### src/rtl/pixel_packer_pkg.sv
// -----------------------------------------------------------------------------
// pixel_packer_pkg
// Shared definitions for the pixel packer slice: stream widths, the FIFO entry
// layout (data + tlast + tuser) and the grey-to-8-bit expansion helper.
// -----------------------------------------------------------------------------
package pixel_packer_pkg;

   localparam int unsigned COLOR_WIDTH     = 8;
   localparam int unsigned AXIS_DATA_WIDTH = 32;
   localparam int unsigned RGB_WIDTH       = 24;

   // One queued output word: 32-bit data plus its AXI-S sidebands (34 bits).
   typedef struct packed {
      logic [AXIS_DATA_WIDTH-1:0] data;
      logic                       last;
      logic                       user;
   } axis_word_t;

   // Position of the incoming pixel within a 4-pixel / 3-word packing group.
   typedef enum logic [1:0] {
      PH0 = 2'd0,
      PH1 = 2'd1,
      PH2 = 2'd2,
      PH3 = 2'd3
   } phase_e;

   // MSB-align the shade into 8 bits: wider shades are truncated, narrower
   // shades are zero-padded at the bottom.
   function automatic logic [7:0] shade_to_grey(input logic [COLOR_WIDTH-1:0] s);
      logic [COLOR_WIDTH+7:0] wide;
      wide = {s, 8'h00};
      return wide[COLOR_WIDTH+7 -: 8];
   endfunction

endpackage

### src/rtl/sync_fifo_fwft.sv
// -----------------------------------------------------------------------------
// sync_fifo_fwft
// Single-clock first-word-fall-through FIFO. dout always shows the head entry
// while empty is low. A push while full is accepted only if a pop happens in
// the same cycle; otherwise it is ignored (the caller decides what that means).
// Ports:
//   clk, rst_n  clock, asynchronous active-low reset (empties the FIFO)
//   push, din   write request and data
//   pop         read request (ignored while empty)
//   dout        head entry
//   full, empty status, from (log2(DEPTH)+1)-bit wrap-around pointers
// -----------------------------------------------------------------------------
module sync_fifo_fwft #(
   parameter int unsigned WIDTH = 34,
   parameter int unsigned DEPTH = 16
) (
   input  logic             clk,
   input  logic             rst_n,
   input  logic             push,
   input  logic             pop,
   input  logic [WIDTH-1:0] din,
   output logic [WIDTH-1:0] dout,
   output logic             full,
   output logic             empty
);

   localparam int unsigned AW = $clog2(DEPTH);

   logic [WIDTH-1:0] mem_q [DEPTH];
   logic [AW:0]      wptr_q, wptr_d;
   logic [AW:0]      rptr_q, rptr_d;
   logic             do_push, do_pop;

   assign empty = (wptr_q == rptr_q);
   assign full  = (wptr_q[AW] != rptr_q[AW]) &&
                  (wptr_q[AW-1:0] == rptr_q[AW-1:0]);

   assign do_pop  = pop && !empty;
   // A simultaneous pop frees the slot, so a push into a full FIFO succeeds.
   assign do_push = push && (!full || do_pop);

   assign dout = mem_q[rptr_q[AW-1:0]];

   always_comb begin
      wptr_d = wptr_q;
      rptr_d = rptr_q;
      if (do_push) wptr_d = wptr_q + (AW+1)'(1);
      if (do_pop)  rptr_d = rptr_q + (AW+1)'(1);
   end

   always_ff @(posedge clk or negedge rst_n) begin
      if (!rst_n) begin
         wptr_q <= '0;
         rptr_q <= '0;
      end else begin
         wptr_q <= wptr_d;
         rptr_q <= rptr_d;
      end
   end

   always_ff @(posedge clk) begin
      if (do_push) mem_q[wptr_q[AW-1:0]] <= din;
   end

endmodule

### src/rtl/pixel_packer.sv
// -----------------------------------------------------------------------------
// pixel_packer
// Tail of the ray-marcher shading path. Takes one grey shade per valid cycle,
// tracks raster position, expands each shade to RGB888 ({g,g,g}) and packs four
// pixels into three little-endian 32-bit words. Words are queued in a FWFT FIFO
// and leave as an AXI4-Stream (tuser = first word of frame, tlast = last word
// of line). The shading side has no ready, so a full FIFO drops the word and
// sets the sticky overflow flag.
// Optional feature: define PIXEL_PACKER_TEST_PATTERN_EN to add the test_pattern
// input, which replaces each grey value with x[7:0] (horizontal ramp).
// Ports:
//   clk, rst_gen_n       clock, asynchronous active-low reset
//   valid_in, shade_in   shade stream, one pixel per valid cycle
//   frame_start          resynchronise raster position to (0,0)
//   clr_overflow         clear the sticky overflow flag
//   m_axis_*             AXI4-Stream master (tdata/tvalid/tready/tlast/tuser)
//   overflow             sticky word-dropped flag
//   frame_done           one-cycle pulse after the last pixel of a frame
// -----------------------------------------------------------------------------
module pixel_packer
   import pixel_packer_pkg::*;
#(
   parameter int unsigned WIDTH      = 640,
   parameter int unsigned HEIGHT     = 480,
   parameter int unsigned FIFO_DEPTH = 16
) (
   input  logic                       clk,
   input  logic                       rst_gen_n,
   input  logic                       valid_in,
   input  logic [COLOR_WIDTH-1:0]     shade_in,
   input  logic                       frame_start,
   input  logic                       clr_overflow,
`ifdef PIXEL_PACKER_TEST_PATTERN_EN
   input  logic                       test_pattern,
`endif
   output logic [AXIS_DATA_WIDTH-1:0] m_axis_tdata,
   output logic                       m_axis_tvalid,
   input  logic                       m_axis_tready,
   output logic                       m_axis_tlast,
   output logic                       m_axis_tuser,
   output logic                       overflow,
   output logic                       frame_done
);

   localparam int unsigned XW = (WIDTH  > 1) ? $clog2(WIDTH)  : 1;
   localparam int unsigned YW = (HEIGHT > 1) ? $clog2(HEIGHT) : 1;
   localparam logic [XW-1:0] X_LAST = XW'(WIDTH - 1);
   localparam logic [YW-1:0] Y_LAST = YW'(HEIGHT - 1);

   logic [XW-1:0]        x_q, x_d, x_eff;
   logic [YW-1:0]        y_q, y_d, y_eff;
   phase_e               ph_q, ph_d, ph_eff;
   logic [RGB_WIDTH-1:0] hold_q, hold_d;
   logic                 sof_q, sof_d;
   axis_word_t           word_q, word_d;
   logic                 push_q, push_d;
   logic                 fd_q, fd_d;
   logic                 ovf_q, ovf_d;

   logic [7:0]           g;
   logic [RGB_WIDTH-1:0] p;

   axis_word_t           head;
   logic                 fifo_full, fifo_empty, pop;

   // frame_start takes effect in the same cycle, so a coincident pixel is
   // processed as (0,0) at phase 0.
   always_comb begin
      x_eff  = frame_start ? '0  : x_q;
      y_eff  = frame_start ? '0  : y_q;
      ph_eff = frame_start ? PH0 : ph_q;
   end

`ifdef PIXEL_PACKER_TEST_PATTERN_EN
   assign g = test_pattern ? 8'(x_eff) : shade_to_grey(shade_in);
`else
   assign g = shade_to_grey(shade_in);
`endif
   assign p = {g, g, g};

   always_comb begin
      x_d    = x_eff;
      y_d    = y_eff;
      ph_d   = ph_eff;
      hold_d = hold_q;
      sof_d  = sof_q;
      word_d = word_q;
      push_d = 1'b0;
      fd_d   = 1'b0;

      if (valid_in) begin
         // Packing: the hold register carries the bytes of the previous pixel
         // that did not fit into the word just completed.
         case (ph_eff)
            PH0: begin
               hold_d = p;
               sof_d  = (y_eff == '0) && (x_eff == '0);
               ph_d   = PH1;
            end
            PH1: begin
               word_d = '{data: {p[7:0], hold_q}, last: 1'b0, user: sof_q};
               push_d = 1'b1;
               hold_d = {8'h00, p[23:8]};
               ph_d   = PH2;
            end
            PH2: begin
               word_d = '{data: {p[15:0], hold_q[15:0]}, last: 1'b0, user: 1'b0};
               push_d = 1'b1;
               hold_d = {16'h0000, p[23:16]};
               ph_d   = PH3;
            end
            default: begin
               word_d = '{data: {p, hold_q[7:0]}, last: (x_eff == X_LAST), user: 1'b0};
               push_d = 1'b1;
               ph_d   = PH0;
            end
         endcase

         if (x_eff == X_LAST) begin
            x_d = '0;
            if (y_eff == Y_LAST) begin
               y_d  = '0;
               fd_d = 1'b1;
            end else begin
               y_d = y_eff + YW'(1);
            end
         end else begin
            x_d = x_eff + XW'(1);
         end
      end
   end

   assign pop = m_axis_tvalid && m_axis_tready;

   // Set wins over clear.
   always_comb begin
      ovf_d = ovf_q;
      if (clr_overflow) ovf_d = 1'b0;
      if (push_q && fifo_full && !pop) ovf_d = 1'b1;
   end

   always_ff @(posedge clk or negedge rst_gen_n) begin
      if (!rst_gen_n) begin
         x_q    <= '0;
         y_q    <= '0;
         ph_q   <= PH0;
         hold_q <= '0;
         sof_q  <= 1'b0;
         word_q <= '0;
         push_q <= 1'b0;
         fd_q   <= 1'b0;
         ovf_q  <= 1'b0;
      end else begin
         x_q    <= x_d;
         y_q    <= y_d;
         ph_q   <= ph_d;
         hold_q <= hold_d;
         sof_q  <= sof_d;
         word_q <= word_d;
         push_q <= push_d;
         fd_q   <= fd_d;
         ovf_q  <= ovf_d;
      end
   end

   sync_fifo_fwft #(
      .WIDTH ($bits(axis_word_t)),
      .DEPTH (FIFO_DEPTH)
   ) u_fifo (
      .clk   (clk),
      .rst_n (rst_gen_n),
      .push  (push_q),
      .pop   (pop),
      .din   (word_q),
      .dout  (head),
      .full  (fifo_full),
      .empty (fifo_empty)
   );

   // Head entry is masked while empty so the stream reads all-zero after reset.
   assign m_axis_tvalid = !fifo_empty;
   assign m_axis_tdata  = m_axis_tvalid ? head.data : '0;
   assign m_axis_tlast  = m_axis_tvalid && head.last;
   assign m_axis_tuser  = m_axis_tvalid && head.user;
   assign overflow      = ovf_q;
   assign frame_done    = fd_q;

endmodule

### config.mk
export PLATFORM = sky130hd
export DESIGN_NAME = pixel_packer
export DESIGN_NICKNAME = d
export VERILOG_FILES = /design/src/rtl/pixel_packer_pkg.sv /design/src/rtl/sync_fifo_fwft.sv /design/src/rtl/pixel_packer.sv
export SDC_FILE = /design/constraint.sdc
export NUM_CORES = 1
export LEC_CHECK = 0
export CAP_MARGIN = 10
export CORE_MARGIN = 4
export CORE_UTILIZATION = 38
export CTS_CLUSTER_DIAMETER = 60
export DETAILED_ROUTE_END_ITERATION = 6
export PLACE_DENSITY_LB_ADDON = 0.12
export REMOVE_ABC_BUFFERS = 1
export SYNTH_ARGS = -nofsm -noshare
export SYNTH_HDL_FRONTEND = slang
export SYNTH_SLANG_ARGS = --single-unit
### constraint.sdc
create_clock -name clk -period 8.5 [get_ports clk]
set_clock_uncertainty 0.1 [all_clocks]
set_input_delay 1.7 -clock clk [delete_from_list [all_inputs] [get_ports clk]]
set_output_delay 1.7 -clock clk [all_outputs]
set_load 0.005 [all_outputs]
# == Yosys cells after proc, flatten, opt, wreduce, memory -nomap -nowiden ==
# Memory sizes are Yosys's and may differ from the RTL's.
# Cells that the tools add are included.
# op_classes
addsub,4
mul,0
div_mod_pow,0
order_cmp,0
n_eq_ne,7
shifts,0
n_mux,22
bitwise,1
n_reduce_logical,21
# ops
op,count
34-bit one-hot mux with 3 select lines,1
24-bit one-hot mux with 3 select lines,1
9-bit two-way mux,4
32-bit two-way mux,1
10-bit two-way mux,3
10-bit by 1-bit adder with 10-bit output (second input constant),1
5-bit by 1-bit adder with 5-bit output (second input constant),2
10-bit == test (second input constant),1
10-bit zero test,1
9-bit by 1-bit adder with 9-bit output (second input constant),1
9-bit == test (second input constant),1
1-bit logical AND,9
9-bit zero test,1
1-bit two-way mux,9
2-bit one-hot mux with 3 select lines,1
2-bit AND reduction,3
5-bit == test,1
4-bit == test,1
2-bit two-way mux,2
1-bit zero test,3
3-bit nonzero test,1
2-bit by 1-bit == test with 1-bit output (second input constant),1
2-bit == test (second input constant),1
2-bit zero test,1
other kinds (4),4
# word_totals
register_bits,93
latch_bits,0
mem_bits_rw,544
romBits,0
inputBits,14
output_inout_bits,37
memories,1
# memory_table
memory,depth,width,rd,rd_clocked_by_memory_dff,wr,line_no,rtl
u_fifo.mem_q,16,34,1,0,1,sync_fifo_fwft.sv:29,logic [WIDTH-1:0] mem_q [DEPTH];

# == Logic depth before layout (Yosys ltp) ==
# depth
word_depth,8
mapped_depth,11

# == Cells and area by module ==
# From an unflattened synthesis, not the netlist that was laid out.
# unflattened
hier_cells,1292
area_unflattened_um2,24941.4
# modules_own_cells
module,n_inst,cells_per_inst,area_per_inst_um2,seq_area_each_um2
sync_fifo_fwft,1,904,21001.4,16585.9
pixel_packer,1,388,3940.0,2077.0

# == Worst setup path before layout ==
# No wires, ideal clock.
# synth_timing
path_kind,input to register
from,in m_axis_tready
to,"mem u_fifo.mem_q[3][0], enable pin"
setup_ns,0.467
t_arrival_ns,4.368
path_slack_ns,3.565
cell_stages,3
path_buffers,0
path_cell_list,nand2b_1 -> o211ai_1 -> nor3_1
# synth_between
elab_chain_len,6
# synth_rtl
element,line_no,rtl
from (decl),pixel_packer.sv:38,"input logic m_axis_tready,"
1-bit logical AND,pixel_packer.sv:133,assign pop = m_axis_tvalid && m_axis_tready;
1-bit logical AND,sync_fifo_fwft.sv:38,assign do_pop = pop && !empty;
1-bit logical OR,sync_fifo_fwft.sv:40,assign do_push = push && (!full || do_pop);
1-bit logical AND,sync_fifo_fwft.sv:40,
1-bit two-way mux,sync_fifo_fwft.sv:62,if (do_push) mem_q[wptr_q[AW-1:0]] <= din;
1-bit two-way mux (implied by the code),sync_fifo_fwft.sv:62,
to (decl),sync_fifo_fwft.sv:29,
# No other way between the ends.

# == Worst setup path after layout ==
# layout_timing
from,reg u_fifo.rptr_q[0]
to,out m_axis_tdata[1]
# layout_between
elab_chain_len,2
word_cells_on_any_way,3
classes_between,eq/ne: 1; mux: 1; memory: 1
# layout_rtl
element,line_no,rtl
from (decl),sync_fifo_fwft.sv:31,"logic [AW:0] rptr_q, rptr_d;"
from (signal assigned),sync_fifo_fwft.sv:57,rptr_q <= rptr_d;
memory 16 x 34 bit / 5-bit == test (equally long branches),n/a,
32-bit two-way mux *,pixel_packer.sv:182,assign m_axis_tdata = m_axis_tvalid ? head.data : '0;
to (decl),pixel_packer.sv:36,"output logic [AXIS_DATA_WIDTH-1:0] m_axis_tdata,"
# Every way passes the cells marked *; elsewhere a longest branch is shown, timed or not.

==> flow_summary.ini <==
[critical_path]
timing.critical_path.mode_cell = buf_4
worst_ep_required_time_ns = 6.70
crit_path_end_kind = output port
max_stage_delay_ns = 0.91
path_class = reg2out
start_kind = register
cp_cell_sequence = buf_4 -> buf_4 -> mux4_2 -> a22oi_1 -> a21oi_1 -> clkdlybuf4s50_1
slowest_stage = dfrtp_4
path_max_fanout = 41
arrival_ns = 4.34

[timing]
fin_crit_ns = 6.14
drv_slew = 0
holdWs_ns = 0.369
clock.fmax_ghz = 0.163
rsz0062_at_grt = no
setup_viol = 0
hold_violations = 0
setup_slack_ns = 2.36
worstMarginPinSlew_ns = 1.01
min_period_over_period_pct = 72.2
slew_headroom_pct = 32.6

[synth]
synthFlopType = edfxtp_1
synth_area_um2 = 24700
yosys-top-cells-area = edfxtp_1 66%, mux4_2 12%, dfrtp_1 9.4%
seq_area_frac_synth_pct = 75.6
synth_area_leader_cell = edfxtp_1
synth_cells = 1260
synthArstFlopShare_pct = 14.6
ys_seq_elements = 637
netlist.area_leader.share_pct = 66.1
synth-edff-count = 544
ys_types = 46
yosys_warnings = 0
avgSynthCellArea_um2 = 19.6

[die]
die_w_um = 263
die_area_um2 = 69100
pin_count = 51
core_um2 = 64300
rows = 93
start_util_pct = 38.4
die_h_um = 263

[power_and_ir_drop]
ir_worst_vdd_v = 0.000226
p_leak_nw = 9.49
p_per_area_nw_per_um2 = 328
power.total_mw = 9.35

[place]
place_congestion = 0.713
dp.cells = 2127
hpwl_mm = 30.1
place_ws_ns = 2.81
io_buffers = 50

[clocking]
clk_pin_slew_ns = 0.06
ctsHoldBuffers = 0
clock_sinks = 637
clock_path_buffers = 3
cts_resized = 0
root_buffer = clkbuf_16
clk_latency_ns = 0.61
postCtsSetupBuffers = 0
cts_tree = done
htree_levels = 3
cts_buffers = 70

[global_routing]
grt_pass1_wl_mm = 88.8
gr-total-overflow = 0
grt_start_max_net_pins = 71
antenna_found_initial = 1
grt_pass1_vias = 13000
grt_usage_pct = 17.3

[cells_and_area]
fin_cells = 2253
diodes = 0
drive_gt1_share_pct = 22.3
area_growth_pct = 15.2
final_cell_mix = 544 x edfxtp_1, 136 x mux4_2, 91 x dfrtp_1, 71 x clkbuf_16, 68 x a22oi_1
fin_nets = 1370
final_common_cell = edfxtp_1

[routing]
postRouteWirelength_mm = 59.6
routedWlPerCell_um = 26.5
firstDrtPassIters = 5
ant_nets = 0
vias = 12300
viasPerCell = 5.46
drc_errors = 0
detailedRoute.firstIterationViolations = 990

[job]
cap_violations = 0

[outcome]
status = finished, final reports clean

[hold_path]
hold_path_class = reg2reg
[final cells by class]
class / count / area (um2)
fill: 5491 / 35900
sequential: 637 / 18700
multi-input combinational: 529 / 5720
clock buffer: 96 / 1940
tap: 855 / 1070
timing repair buffer: 81 / 731
clock inverter: 30 / 236
inverter: 25 / 93.8
[sequential cells by signal (all words and copies together), names as in the netlist]
register	cells
sof_q	1
frame_done	1
push_q	1
y_q	9
word_q	34
u_fifo.mem_q	544
u_fifo.rptr_q	5
ph_q	2
overflow	1
u_fifo.wptr_q	5
x_q	10
hold_q	24
[cell families after synthesis]
group / Yosys count / synth area share (%)
xor+xnor: 22 / 0.780
flops: 637 / 75.6
simple gates: 172 / 3.61
buf+inv: 94 / 1.53
compound gates: 167 / 4.61
fa+ha+maj: 12 / 0.608
mux: 156 / 13.3
[Yosys cell counts, types with 11 or more instances]
cell	count
and3_1	16
ha_1	12
buf_2	21
clkbuf_1	37
a21oi_1	46
nor2b_1	23
a22oi_1	68
edfxtp_1	544
o21ai_0	17
mux2_2	18
xnor2_1	19
nor2_1	14
mux4_2	136
inv_1	24
dfrtp_1	93
buf_1	11
nand2_1	67
[final timing paths]
kind / start / cells past startpoint / end / slack, ns
max in group asynchronous: rst_gen_n / 2 / word_q[3] / 6.16
worst min register to register: hold_q[0] / 2 / word_q[2] / 0.37
worst max register to register: u_fifo.rptr_q[0] / 5 / u_fifo.mem_q[6][24] / 4.83
worst min-delay path: hold_q[0] / 2 / word_q[2] / 0.37
worst max-delay path: u_fifo.rptr_q[0] / 6 / m_axis_tdata[1] / 2.36
min in group asynchronous: rst_gen_n / 1 / y_q[6] / 0.91
[critical path: cells and delay by family, from the launching register on]
| kind | cells | cell delay, ns |
|---|---|---|
| muxes | 1 | 0.59 |
| DFF | 1 | 0.91 |
| AOI/OAI and AO/OA | 2 | 0.39 |
| buffers and inverters | 3 | 1.78 |
[metrics by stage]
stage               area, um2  setup TNS [ns]  utilization, %
finish                  28500               0            44.2
global route            28500               0            44.2
CTS                     28500               0            44.2
detailed placement      26300               0            40.9
global placement        26300               0            40.9
floorplan               24400          -23.12               -
[metal layers]
metal / vias up / track usage, % / share of wire [%]
met5: - / 0 / 0.015
met4: 2 / 4.77 / 1.9
met3: 79 / 3.04 / 4.9
met2: 336 / 27.1 / 47
met1: 6579 / 25.2 / 46
li1: 5308 / - / -
[report_power, final]
part	total, mW	leakage (nW)	switching (mW)	internal, mW
combinational	2.33	2.31	1.15	1.18
sequential	4.17	6.12	0.362	3.80
clock	2.85	1.06	1.21	1.64
total	9.35	9.49	2.72	6.63
No activity file was read; power rests on OpenSTA's default activity.
